File: src/rtl/arb_pkg.sv
// rtl/arb_pkg.sv - shared types, constants and rotating priority search for rr_arbiter_8
package arb_pkg;

    localparam int unsigned N_REQ        = 8;
    localparam int unsigned IDX_W        = 3;
    localparam int unsigned HOLD_W       = 8;
    localparam int unsigned DEF_MAX_HOLD = 16;

    typedef enum logic {
        IDLE  = 1'b0,
        GRANT = 1'b1
    } arb_state_t;

    // Rotating priority search: first set bit of (req & ~mask), scanning
    // upward from ptr and wrapping. Returns a one-hot vector, zero if none.
    function automatic logic [N_REQ-1:0] rr_pick(
        input logic [N_REQ-1:0] req,
        input logic [IDX_W-1:0] ptr,
        input logic [N_REQ-1:0] mask
    );
        logic [N_REQ-1:0] cand;
        logic [N_REQ-1:0] pick;
        logic [IDX_W-1:0] idx;
        logic             found;
        cand  = req & ~mask;
        pick  = '0;
        found = 1'b0;
        for (int i = 0; i < N_REQ; i++) begin
            idx = ptr + IDX_W'(i);
            if (!found && cand[idx]) begin
                pick[idx] = 1'b1;
                found     = 1'b1;
            end
        end
        return pick;
    endfunction

endpackage

File: src/rtl/onehot_enc_8to3.sv
// rtl/onehot_enc_8to3.sv - OR-based one-hot to binary encoder, 8 to 3
module onehot_enc_8to3
    import arb_pkg::*;
(
    input  logic [N_REQ-1:0] onehot,
    output logic [IDX_W-1:0] idx
);

    // Each index bit is the OR of the inputs whose position has that bit set;
    // a zero input yields index 0.
    always_comb begin
        idx    = '0;
        idx[0] = onehot[1] | onehot[3] | onehot[5] | onehot[7];
        idx[1] = onehot[2] | onehot[3] | onehot[6] | onehot[7];
        idx[2] = onehot[4] | onehot[5] | onehot[6] | onehot[7];
    end

endmodule

File: src/rtl/rr_arbiter_8.sv
// rtl/rr_arbiter_8.sv - eight-way round-robin arbiter with done/drop/hold-timeout release
module rr_arbiter_8
    import arb_pkg::*;
#(
    parameter int unsigned MAX_HOLD = DEF_MAX_HOLD
) (
    input  logic             clk,
    input  logic             rst,
    input  logic [N_REQ-1:0] req,
    input  logic             done,
    output logic [N_REQ-1:0] gnt,
    output logic [IDX_W-1:0] gnt_idx,
    output logic             gnt_valid,
    output logic             timeout
);

    localparam logic [HOLD_W-1:0] HOLD_MAX  = HOLD_W'(MAX_HOLD);
    localparam logic [HOLD_W-1:0] HOLD_LAST = HOLD_W'(MAX_HOLD - 1);

    arb_state_t        state_q, state_d;
    logic [N_REQ-1:0]  gnt_q, gnt_d;
    logic [IDX_W-1:0]  gnt_idx_q, gnt_idx_d;
    logic [IDX_W-1:0]  ptr;
    logic [HOLD_W-1:0] hold_cnt, hold_d;
    logic              timeout_q, timeout_d;
    logic              load_ptr;

    logic [N_REQ-1:0]  pick_mask;
    logic [N_REQ-1:0]  pick;
    logic              rel_done, rel_drop, rel_hold, release_now;

    // Release reasons for the current owner; all are inert while idle
    // because gnt_q is zero and the state check gates them.
    always_comb begin
        rel_done    = 1'b0;
        rel_drop    = 1'b0;
        rel_hold    = 1'b0;
        if (state_q == GRANT) begin
            rel_done = done;
            rel_drop = ~|(req & gnt_q);
            rel_hold = (hold_cnt == HOLD_LAST);
        end
        release_now = rel_done | rel_drop | rel_hold;
    end

    // The current owner is masked out of the search so a still-asserting
    // owner cannot re-win on its own release.
    always_comb begin
        pick_mask = (state_q == GRANT) ? gnt_q : '0;
        pick      = rr_pick(req, ptr, pick_mask);
    end

    // Next-state and next-grant decisions.
    always_comb begin
        state_d   = state_q;
        gnt_d     = gnt_q;
        hold_d    = hold_cnt;
        timeout_d = 1'b0;
        load_ptr  = 1'b0;
        case (state_q)
            IDLE: begin
                if (|req) begin
                    gnt_d    = pick;
                    hold_d   = '0;
                    load_ptr = 1'b1;
                    state_d  = GRANT;
                end
            end
            GRANT: begin
                if (release_now) begin
                    timeout_d = rel_hold & ~rel_done & ~rel_drop;
                    hold_d    = '0;
                    if (|pick) begin
                        gnt_d    = pick;
                        load_ptr = 1'b1;
                    end else begin
                        gnt_d   = '0;
                        state_d = IDLE;
                    end
                end else if (hold_cnt != HOLD_MAX) begin
                    hold_d = hold_cnt + HOLD_W'(1);
                end
            end
            default: begin
                gnt_d   = '0;
                hold_d  = '0;
                state_d = IDLE;
            end
        endcase
    end

    onehot_enc_8to3 u_enc (
        .onehot (gnt_d),
        .idx    (gnt_idx_d)
    );

    // Register grant, index, pointer, hold counter and timeout pulse.
    always_ff @(posedge clk) begin
        if (rst) begin
            state_q   <= IDLE;
            gnt_q     <= '0;
            gnt_idx_q <= '0;
            ptr       <= '0;
            hold_cnt  <= '0;
            timeout_q <= 1'b0;
        end else begin
            state_q   <= state_d;
            gnt_q     <= gnt_d;
            gnt_idx_q <= gnt_idx_d;
            hold_cnt  <= hold_d;
            timeout_q <= timeout_d;
            if (load_ptr) begin
                ptr <= gnt_idx_d + IDX_W'(1);
            end
        end
    end

    assign gnt       = gnt_q;
    assign gnt_idx   = gnt_idx_q;
    assign gnt_valid = |gnt_q;
    assign timeout   = timeout_q;

endmodule

File: config.mk
export PLATFORM = sky130hd
export DESIGN_NAME = rr_arbiter_8
export DESIGN_NICKNAME = d
export VERILOG_FILES = /design/src/rtl/arb_pkg.sv /design/src/rtl/onehot_enc_8to3.sv /design/src/rtl/rr_arbiter_8.sv
export SDC_FILE = /design/constraint.sdc
export NUM_CORES = 1
export LEC_CHECK = 0
export CAP_MARGIN = 20
export CORE_MARGIN = 3
export CORE_UTILIZATION = 40
export DETAILED_ROUTE_END_ITERATION = 10
export GPL_ROUTABILITY_DRIVEN = 0
export PLACE_DENSITY_LB_ADDON = 0.08
export SKIP_CTS_REPAIR_TIMING = 1
export SLEW_MARGIN = 25
export SYNTH_ARGS = -nofsm -noshare
export SYNTH_HDL_FRONTEND = slang
export SYNTH_HIERARCHICAL = 1
export SYNTH_SLANG_ARGS = --single-unit
File: constraint.sdc
create_clock -name clk -period 4.75 [get_ports clk]
set_input_delay 0.95 -clock clk [delete_from_list [all_inputs] [get_ports clk]]
set_output_delay 0.95 -clock clk [all_outputs]
set_load 0.02 [all_outputs]
# After elaboration in Yosys (flattened, before gate mapping)
# Cells that the tools add are included.
[totals]
reg_bits = 24
latchBits = 0
ram_bits = 0
romBits = 0
in_bits = 11
output_inout_bits = 13
word_cells = 159
n_memories = 0
[classes]
add_sub_neg = 9
n_mul = 0
n_div = 0
order_cmp = 16
n_eq_ne = 5
n_shift = 0
mux = 65
n_bitwise = 27
n_reduce_logical = 30
[ops]
columns = ["operator", "n"]
rows = [
  ["$mux 8", 15],
  ["$or 8x8->8", 7],
  ["$lt 3x4->1 const B", 8],
  ["$pmux 8 s2", 2],
  ["$reduce_or 8->1", 4],
  ["$mux 1", 30],
  ["$bmux 1 s3", 8],
  ["$demux 1 s3", 8],
  ["$ge 3x1->1 const B", 8],
  ["$and 8x8->8", 2],
  ["$logic_and 1x1->1", 15],
  ["$add 3x3->3 const B", 4],
  ["$or 1x1->1", 11],
  ["$add 8x1->8 const B", 1],
  ["$eq 8x4->1 const B", 1],
  ["$logic_not 1->1", 8],
  ["$ne 8x5->1 const B", 1],
  ["$not 8->8", 1],
  ["$add 3x1->3 const B", 2],
  ["$add 3x2->3 const B", 2],
  ["$not 1->1", 4],
  ["$pmux 1 s2", 2],
  ["$reduce_and 2->1", 2],
  ["$ne 3x1->1 const B", 1],
  ["other kinds (4)", 5],
]

# Depth between registers and ports, before layout
# Gate-level depths: netlist (run 1).
[logic_depth]
depth_word = 35
mapped_depth = 19

# By module
# Netlist (run 1), hierarchy kept.
[modules_own_cells]
columns = ["module", "n_inst", "cells_each", "area_each_um2", "seq_area_each_um2"]
rows = [
  ["rr_arbiter_8", 1, 318, 2555.0, 480.5],
  ["onehot_enc_8to3", 1, 3, 22.5, 0.0],
]

# Worst setup path before layout (run 1)
# Ideal clock, no wire load.
[synth_timing]
kind = "input-to-reg"
startpoint = "input port req[0]"
endpoint = "register ptr[2]"
setup_ns = 0.123
t_arrival_ns = 4.067
t_required_ns = 4.627
path_slack_ns = 0.560
stages = 15
path_buffers = 0
cell_sequence = "a21boi_1 > mux2i_1 > mux4_2 > nand2_1 > o221ai_1 > a22oi_1 > o2111a_1 > o211ai_1 > o21a_1 > or4_1 > ha_1 > xnor2_1 > nor2_1 > a22oi_1 > nand3_1"
[synth_via]
elab_chain_cells = 33
word_cells_on_any_way = 79
cone_classes = "add/sub (1); mux (40); bitwise (20); reduce/logical (18)"
[synth_lines]
columns = ["element", "line", "text"]
rows = [
  ["start, declared", "rr_arbiter_8.sv:9", "input logic [N_REQ-1:0] req,"],
  ["$and 8x8->8", "arb_pkg.sv:25", "cand = req & ~mask;"],
  ["$bmux 1 s3", "arb_pkg.sv:30", "if (!found && cand[idx]) begin"],
  ["$mux 1 (implied by the code)", "arb_pkg.sv:30", ""],
  ["$mux 1", "arb_pkg.sv:30", ""],
  ["$logic_not 1->1", "arb_pkg.sv:30", ""],
  ["$logic_and 1x1->1", "arb_pkg.sv:30", ""],
  ["$mux 1", "arb_pkg.sv:30", ""],
  ["$logic_not 1->1", "arb_pkg.sv:30", ""],
  ["(+17 left out)", "--", ""],
  ["$reduce_or 8->1", "rr_arbiter_8.sv:73", "if (|pick) begin"],
  ["$mux 8", "rr_arbiter_8.sv:73", ""],
  ["$mux 8", "rr_arbiter_8.sv:70", "if (release_now) begin"],
  ["$pmux 8 s2 *", "rr_arbiter_8.sv:60", "case (state_q)"],
  ["named net gnt_d[1]", "rr_arbiter_8.sv:21", "logic [N_REQ-1:0] gnt_q, gnt_d;"],
  ["$or 1x1->1 * (3 in series)", "onehot_enc_8to3.sv:13", "idx[0] = onehot[1] | onehot[3] | onehot[5] | onehot[7];"],
  ["named net gnt_idx_d[0]", "rr_arbiter_8.sv:22", "logic [IDX_W-1:0] gnt_idx_q, gnt_idx_d;"],
  ["$add 3x1->3 *", "rr_arbiter_8.sv:113", "ptr <= gnt_idx_d + IDX_W'(1);"],
  ["end signal, assigned", "rr_arbiter_8.sv:113", ""],
  ["end, declared", "rr_arbiter_8.sv:23", "logic [IDX_W-1:0] ptr;"],
]
# Mark *: on every way through the listed nets, which the timed path passes. The rest lies on a longest branch. The select of a mux whose other input is x is not followed.
# A chain may end at the register's enable or synchronous reset.

# Worst setup path in the final report (run 1)
[layout_timing]
startpoint = "input port req[5]"
endpoint = "register ptr[2]"
# Same word-level chain as after synthesis.

==> results of run 1 <==
==> routing by layer <==
metal	GRT usage (%)	vias to the layer above	wire [um]
met5	0	-	0
met4	6.091	0	213
met3	4.183	21	510
met2	33.78	134	3707
met1	33.90	1379	3938
li1	-	1373	-
==> sequential cells by signal (all words and copies together) (netlist names) <==
name / flops
state_q: 1
ptr: 3
hold_cnt: 8
gnt_idx: 3
gnt: 8
timeout: 1
==> path summary, 6_finish.rpt <==
| kind | from | to | slack [ps] |
|---|---|---|---|
| min | hold_cnt[7] | hold_cnt[7] | 560 |
| min reg2reg | hold_cnt[7] | hold_cnt[7] | 560 |
| max | req[5] | ptr[2] | 90 |
| max reg2reg | state_q | ptr[2] | 470 |
==> synthesized netlist by cell type (all sizes together) (3+ instances only) <==
library cell	count	area, um2
mux4	9	202.7
o21ai	9	45.04
and3	4	25.02
xnor2	5	43.79
nand2b	4	25.02
inv	6	22.52
or3	5	31.28
nand3	19	95.09
nor3	25	135.1
o221ai	3	32.53
o211ai	5	37.54
a21boi	7	56.30
nor2	22	82.58
mux2i	10	100.1
ha	9	112.6
dfxtp	24	480.5
a21oi	7	35.03
a31oi	5	31.28
xor2	6	52.55
nor4	7	58.81
or4	7	56.30
and2	11	68.82
buf	9	51.29
nor2b	6	37.54
o21a	3	22.52
clkbuf	7	26.28
mux2	7	78.82
a22oi	12	90.09
a22o	5	43.79
nand2	33	123.9
==> stage by stage <==
step	util [%]	TNS (ps)	total power (uW)	hold slack [ps]	cell area, um2
5_1_grt	56.18	-8.412	2839	611.5	3425
2_1_floorplan	-	0	1553	519.7	2577
6_report	56.18	0	2649	562.0	3425
3_3_place_gp	54.00	-363.5	2350	543.4	3292
4_1_cts	55.17	0	2530	568.5	3363
3_5_place_dp	54.00	-317.0	2337	543.8	3292
==> worst min-delay path: cells and delay by family (launching register included) <==
family,cells,cell delay [ps]
XOR/XNOR,1,150
AND/OR/NAND/NOR,1,50
flip-flops,1,320
==> cells by family (layout without fill, tap and decap cells) <==
group	count (synthesis)	in the layout
flops	24	24
compound gates	73	73
simple gates	156	156
xor+xnor	11	11
mux	26	26
buf+inv	22	92
fa+ha+maj	9	9
==> power groups by stage <==
stage | combinational (uW) | sequential, uW | clock (uW)
6_report | 2100 | 364 | 182
5_1_grt | 2270 | 370 | 196
4_1_cts | 1990 | 355 | 188
3_5_place_dp | 1980 | 359 | 0
3_3_place_gp | 1990 | 362 | 0
2_1_floorplan | 1180 | 371 | 0
==> cell type report <==
class	instances	share of cell area, %
clock inverter	1	0.8769
inverter	6	0.6577
timing repair buffer	82	20.39
clock buffer	3	1.206
tap	75	2.740
sequential	24	14.03
multi-input combinational	275	60.10
==> metrics.txt, run 1 <==
outcome complete, no violations; I/O Buffers 23; first-pass GRT wire length around 14000 um; Synth Area in Adders 4.369%; FMAX approximately 0.21 GHz; final setup vio count 0; largest net degree at the start of global routing 24; Synth-to-Final Area Change 32.86%; DIE AREA about 7400 um2; Ys Warns 6; Post-synth top flop dfxtp_1; critical path depth 17; placed insts around 460; pre-CTS WS -215.0 ps; post-synth cell types 65; hold path depth 2; Starting Density 42.28%; htree depth 1; drt drc 0; most frequent cells in the layout 57 x buf_4, 32 x nand2_1, 24 x dfxtp_1, 23 x clkdlybuf4s50_1; Avg Cell Area, Syn 8.030 um2; nets 412; crit-path max cell delay about 560 ps; Clock transition at path regs ~90 ps; num rows 28; overflow left after global routing 0; vias in the first global route between 2000 and 3000; crit path max fanout 11; synthesized area 2577 um2; CTS tree built; cells after synthesis about 320; worst setup slack after layout 90.81 ps; Clk pwr share under 10%; Post-Synth XOR/XNOR Area under 10%; commonest non-fill, non-tap cell in the layout buf_4; I/O pins 24; min Tclk post-route between 4000 and 5000 ps; multi-input logic area around 2000 um2; #FFs+latches synth 24; First-pass DRT Iterations 4; HPWL after DPL around 6500 um; crit path kind in -> reg; area of the core around 6100 um2; TritonCTS buffer count 3; sequential fraction of design power 13.8%; main combinational cell family by area after synthesis simple AND/OR/NAND/NOR gates; vias after detailed routing ~2900; via/cell ratio 6.238; Root Buffer clkbuf_8; Startpoint Class input port; Rel. slew slack about 45%; Slew Viols, Final 0; clock skew approximately 8.9 ps; Switch Pwr ~1300 uW; DRT Wirelength ~8400 um; Setup crit end kind flop; Slew @ Worst Pin between 800 and 900 ps; post-DR wirelength/cell 17.96 um; Worst VDD drop about 0.44 mV; Compound-Gate Fraction of Synth Area between 20% and 30%; clk buf depth 2; Post-synth EDFFs 0; CP bufs+invs 2; Fin. Hold Viols 0; Simple-Gate Fraction of Synth Area ~34%; Leak about 0.0013 uW; ant diodes 0; Critical Path RT just under 5000 ps; Global Route Usage Sum between 20% and 30%; CP Cell Sequence clkdlybuf4s50_1 > a21boi_2 > mux2_2 > mux4_2 > a21o_1 > buf_12 > nor4_4 > a22oi_1 > o2111a_1 > o211ai_1 > o21a_1 > or4_1 > ha_2 > xnor2_2 > nor2_1 > a22oi_1 > nand3_1; Final period util approximately 100%; filler instances around 570; CTS sink cnt 24; Worst Reg-to-Reg Cells 16; register area share after synthesis 18.64%; worst skew pair latency around 270 ps; multiplexer share of the synthesized area between 10 and 15%; Detail Route Antenna Nets 0; final std cells w/o fill 466; net switching fraction of the power 47.72%; critical path arrival between 4000 and 5000 ps; Hold Path Class reg -> reg; cell with the most instances on the worst path a22oi_1; Cell Int Power around 1400 uW; Register Area between 400 and 500 um2; Worst path top cell family by delay compound AO/OA/AOI/OAI gates; CP max-delay cell mux4_2; Post-synth ARST share 0%; Initial DRC Count roughly 260; Syn Nets around 340; layout cells sized above 1 a little over a quarter; initial antenna violation count 0; Combinational Power Share about four fifths; DIE HEIGHT between 80 and 90 um; max cap viols 0; cell area power density 773.5 nW/um2; die width 86.27 um
No activity file was read; power rests on OpenSTA's default activity.
==> run 2: changes to the inputs <==
CORE_ASPECT_RATIO = 1.75   (was not set)
clock period = 5.6 ns   (was 4.75 ns; I/O delays follow)
==> run 2 against run 1 <==
Global-route usage is 2.7 points higher. Sequential share of layout area rose by 2.1 points. Clock skew shrank 3.4 ps. Die area is 0.51% higher. Register-to-register slack improved by 410 ps. Wire length is 11% higher. First-iteration DRC count is 2.7% lower. Largest cell class unchanged. Highest routed layer unchanged. Count of clock-buffer cells in the layout did not move. Total power down 27%. Flip-flop and latch count did not move. Setup slack gained 220 ps. Largest power group unchanged.
==> metrics.txt, run 2 (synthesized netlist as in run 1, its figures left out) <==
crit path max fanout 7; sequential fraction of design power between 10% and 20%; reg2reg start ptr[0]; Min Hold Slack 569.9 ps; HPWL after DPL roughly 7500 um; Finished Cell Area a little under 3000 um2; die width between 60 and 70 um; cell area power density between 600 and 700 nW/um2; CTS tree built; Global Route Usage Sum between 20 and 30%; commonest non-fill, non-tap cell in the layout nand2_1; largest net degree at the start of global routing 23; DIE AREA ~7500 um2; Root Buffer clkbuf_8; DIE HEIGHT 112.2 um; Initial DRC Count 250; crit path kind in -> reg; Cell Int Power between 900 and 1000 uW; Slew Viols, Final 0; post-DR wirelength/cell around 22 um; DRT Wirelength approximately 9300 um; Leak around 0.0010 uW; initial antenna violation count 0; overflow left after global routing 0; critical path arrival about 5500 ps; I/O Buffers 23; FMAX about 0.19 GHz; CTS sink cnt 24; layout cells sized above 1 about an eighth; final setup vio count 0; max cap viols 0; clock skew roughly 5.4 ps; hold_sp hold_cnt[7]; via/cell ratio 6.464; drt drc 0; ant diodes 0; Synth-to-Final Area Change 15.49%; clk buf depth 2; Slew @ Worst Pin between 700 and 800 ps; RSZ-0062 raised after global routing no; Clock transition at path regs roughly 90 ps; Total Power roughly 1900 uW; Worst Reg-to-Reg Cells 15; Detail Route Antenna Nets 0; Switch Pwr 1022 uW; nets roughly 360; first-pass GRT wire length 14400 um; placed cell areas 2905 um2; Final period util between 90% and 100%; Rel. slew slack around half; First-pass DRT Iterations 4; Fin. Hold Viols 0; most frequent cells in the layout 33 x nand2_1, 24 x dfxtp_1, 23 x nor3_1, 23 x clkdlybuf4s50_1, 22 x nor2_1; worst skew pair latency ~270 ps; area of the core a little over 6000 um2; setup TNS 0 ps; net switching fraction of the power between 50% and 60%; Hold Path Class reg -> reg; TritonCTS buffer count 3; Setup crit end kind flop; min Tclk post-route 5293 ps; hold path endpoint hold_cnt[7]; Combinational Power Share approximately three quarters; fin util between 40% and 50%; vias in the first global route about 2800; Worst VDD drop approximately 0.32 mV; filler instances 650; vias after detailed routing 2728; R2R setup slack approximately 900 ps; num rows 38; htree depth 1; Startpoint Class input port; reg-to-reg endpoint ptr[2]; Clk pwr share 8.0%; hold path depth 2; Critical Path RT between 5000 and 6000 ps; outcome complete, no violations; I/O pins 24; Starting Density around two fifths
run 2: metal layers:
metal / GRT usage (%) / up-vias / part of all wire, %
met4: 15.88 / 0 / 6.6
li1: - / 1275 / -
met5: 0 / - / 0
met2: 48.08 / 111 / 56
met1: 25.58 / 1297 / 34
met3: 1.802 / 45 / 3.7
run 2: how the worst max path moves through the flow:
stage | start | end | slack [ps] | cells after the start
6_report | req[2] | ptr[2] | 310 | 16
5_1_grt | req[2] | ptr[2] | 90 | 16
4_1_cts | req[2] | ptr[2] | 400 | 16
3_5_place_dp | req[2] | ptr[2] | 100 | 16
3_3_place_gp | req[2] | ptr[2] | 120 | 16
2_1_floorplan | req[0] | ptr[2] | 1240 | 15
run 2: cell type report:
| class | count | area (um2) | area share, % |
|---|---|---|---|
| tap | 80 | 100.1 | 3.363 |
| inverter | 6 | 22.52 | 0.7566 |
| timing repair buffer | 33 | 305.3 | 10.26 |
| multi-input combinational | 275 | 1997 | 67.09 |
| clock buffer | 3 | 41.29 | 1.387 |
| clock inverter | 1 | 30.03 | 1.009 |
| sequential | 24 | 480.5 | 16.14 |
run 2: through the flow:
step,cells,worst slack (ps)
after floorplan,321,1240
after global placement,418,121.1
after detailed placement,418,95.54
after CTS,422,397.5
after global routing,422,93.06
final,422,307.2
run 2: power by group through the flow:
stage | Sequential, uW | Clock, uW | Combinational, uW
2_1_floorplan | 314 | 0 | 1000
3_3_place_gp | 319 | 0 | 1450
3_5_place_dp | 318 | 0 | 1440
4_1_cts | 315 | 156 | 1440
5_1_grt | 322 | 160 | 1570
6_report | 317 | 155 | 1470
run 2: critical path, cell delays in order:
cell and delay, ps:
clkdlybuf4s50_1 510, a21boi_0 360, mux2i_1 350, mux4_2 620
nand2_1 260, o221ai_1 140, a22oi_1 210, o2111a_1 270
o211ai_1 110, o21a_1 150, or4_1 580, ha_1 240
xnor2_1 190, nor2_1 60, a22oi_1 190, nand3_1 100
==> run 3: changes to the inputs <==
PLACE_DENSITY_LB_ADDON = not set   (was 0.08)
SKIP_CTS_REPAIR_TIMING = not set   (was 1)
==> run 3 against run 2 <==
Count of clock-buffer cells in the layout rose by 1. Core utilization fell by 0.50 points. Critical path depth did not move. First-iteration DRC count rose by 17%. Critical endpoint unchanged. Hold slack got worse by 4.1 ps.
==> metrics.txt, run 3 (synthesized netlist as in run 1, its figures left out) <==
area of the core slightly above 6000 um2; crit-path max cell delay about 620 ps; Finished Cell Area ~2900 um2; I/O Buffers 23; First-pass DRT Iterations 5; Initial DRC Count 293; Startpoint Class input port; placed cell areas 2890 um2; Synth-to-Final Area Change 14.27%; Clock transition at path regs around 80 ps; placed insts 416; final std cells w/o fill 420; final setup vio count 0; most frequent cells in the layout 33 x nand2_1, 24 x dfxtp_1, 23 x nor3_1, 23 x clkdlybuf4s50_1, 22 x nor2_1; RSZ-0062 raised after global routing no; Slew Viols, Final 0; HPWL after DPL 7101 um; overflow left after global routing 0; Leak slightly above 0.001 uW; critical path arrival around 5400 ps; Total Power ~1900 uW; die width 66.68 um; CTS sink cnt 24; Rel. slew slack about 42%; I/O pins 24; CTS tree built; Slew @ Worst Pin ~840 ps; via/cell ratio ~6.5; min Tclk post-route approximately 5200 ps; Root Buffer clkbuf_8; Combinational Power Share 77.3%; num rows 38; net switching fraction of the power around 53%; htree depth 1; Setup crit end kind flop; Worst VDD drop around 0.27 mV; TritonCTS buffer count 3; vias after detailed routing 2728; outcome complete, no violations; Switch Pwr between 1000 and 1500 uW; largest net degree at the start of global routing 23; DIE HEIGHT about 110 um; CP Cell Sequence clkdlybuf4s50_1 > a21boi_1 > mux2i_1 > mux4_2 > nand2_1 > o221ai_1 > a22oi_1 > o2111a_1 > o211ai_1 > o21a_1 > or4_1 > ha_1 > xnor2_1 > nor2_1 > a22oi_1 > nand3_1; Clk pwr share 6.4%; Critical Path RT 5760 ps; Post-CTS Setup Bufs 0; Starting Density 41.38%; ant diodes 0; max cap viols 0; fin util 47.29%; crit path kind in -> reg; post-DR wirelength/cell 21.50 um; Detail Route Antenna Nets 0; Global Route Usage Sum 25.20%; setup TNS 0 ps; Hold Path Class reg -> reg; drt drc 0; DIE AREA approximately 7500 um2; commonest non-fill, non-tap cell in the layout nand2_1; worst skew pair latency 270 ps; Cell Int Power about 870 uW; nets 361; clock skew around 1.9 ps; Fin. Hold Viols 0; crit path max fanout 9; layout cells sized above 1 about 11%; vias in the first global route between 2000 and 3000; CP max-delay cell mux4_2; first-pass GRT wire length 14190 um; sequential fraction of design power 16.3%; FMAX 0.1910 GHz; clk buf depth 2; cell area power density about 640 nW/um2; initial antenna violation count 0; hold_buf cts 0; cell with the most instances on the worst path a22oi_1; filler instances about 630; DRT Wirelength ~9000 um; PostCTS Resize Cnt 0; Final period util between 90 and 100%
run 3: routing by layer:
metal | up-vias | track usage [%] | wire length (um) | share of wire (%)
met5 | - | 0 | 0 | 0
met4 | 0 | 14.79 | 494 | 5.5
met3 | 31 | 2.002 | 327 | 3.6
met2 | 105 | 48.01 | 5065 | 56
met1 | 1319 | 25.11 | 3143 | 35
li1 | 1273 | - | - | -
run 3: worst paths after layout:
check,start,to,slack [ps],cells after the start
worst min-delay path,hold_cnt[7],hold_cnt[7],570,2
worst min register to register,hold_cnt[7],hold_cnt[7],570,2
worst max register to register,ptr[0],ptr[2],820,15
worst max-delay path,req[0],ptr[2],370,16
run 3: metrics by stage:
step	setup slack (ps)	hold slack [ps]
after floorplan	1240	519.7
after global routing	15.71	614.0
after detailed placement	146.6	551.3
after CTS	453.6	575.7
final	365.0	565.7
after global placement	141.0	555.5
run 3: cell type report:
class                           instances  area (um2)  share of cell area [%]
Tap cell                               80       100.1                   3.398
Timing Repair Buffer                   31       290.3                   9.856
Clock buffer                            4       55.05                   1.869
Sequential cell                        24       480.5                   16.31
Inverter                                6       22.52                  0.7647
Multi-Input combinational cell        275        1997                   67.80
run 3: worst max-delay path: cells and delay by family:
kind                     cells  cell delay [ps]
AO/OA/AOI/OAI                7             1370
XOR/XNOR                     1              190
adder cells (fa/ha/maj)      1              250
buffers and inverters        1              500
multiplexers                 2              960
AND/OR/NAND/NOR              4             1000
run 3: power by group through the flow:
stage | clock (uW) | combinational, uW | sequential, uW
final | 120 | 1450 | 306
after global routing | 129 | 1560 | 314
after CTS | 125 | 1430 | 306
after detailed placement | 0 | 1410 | 309
after global placement | 0 | 1420 | 312
after floorplan | 0 | 1000 | 314
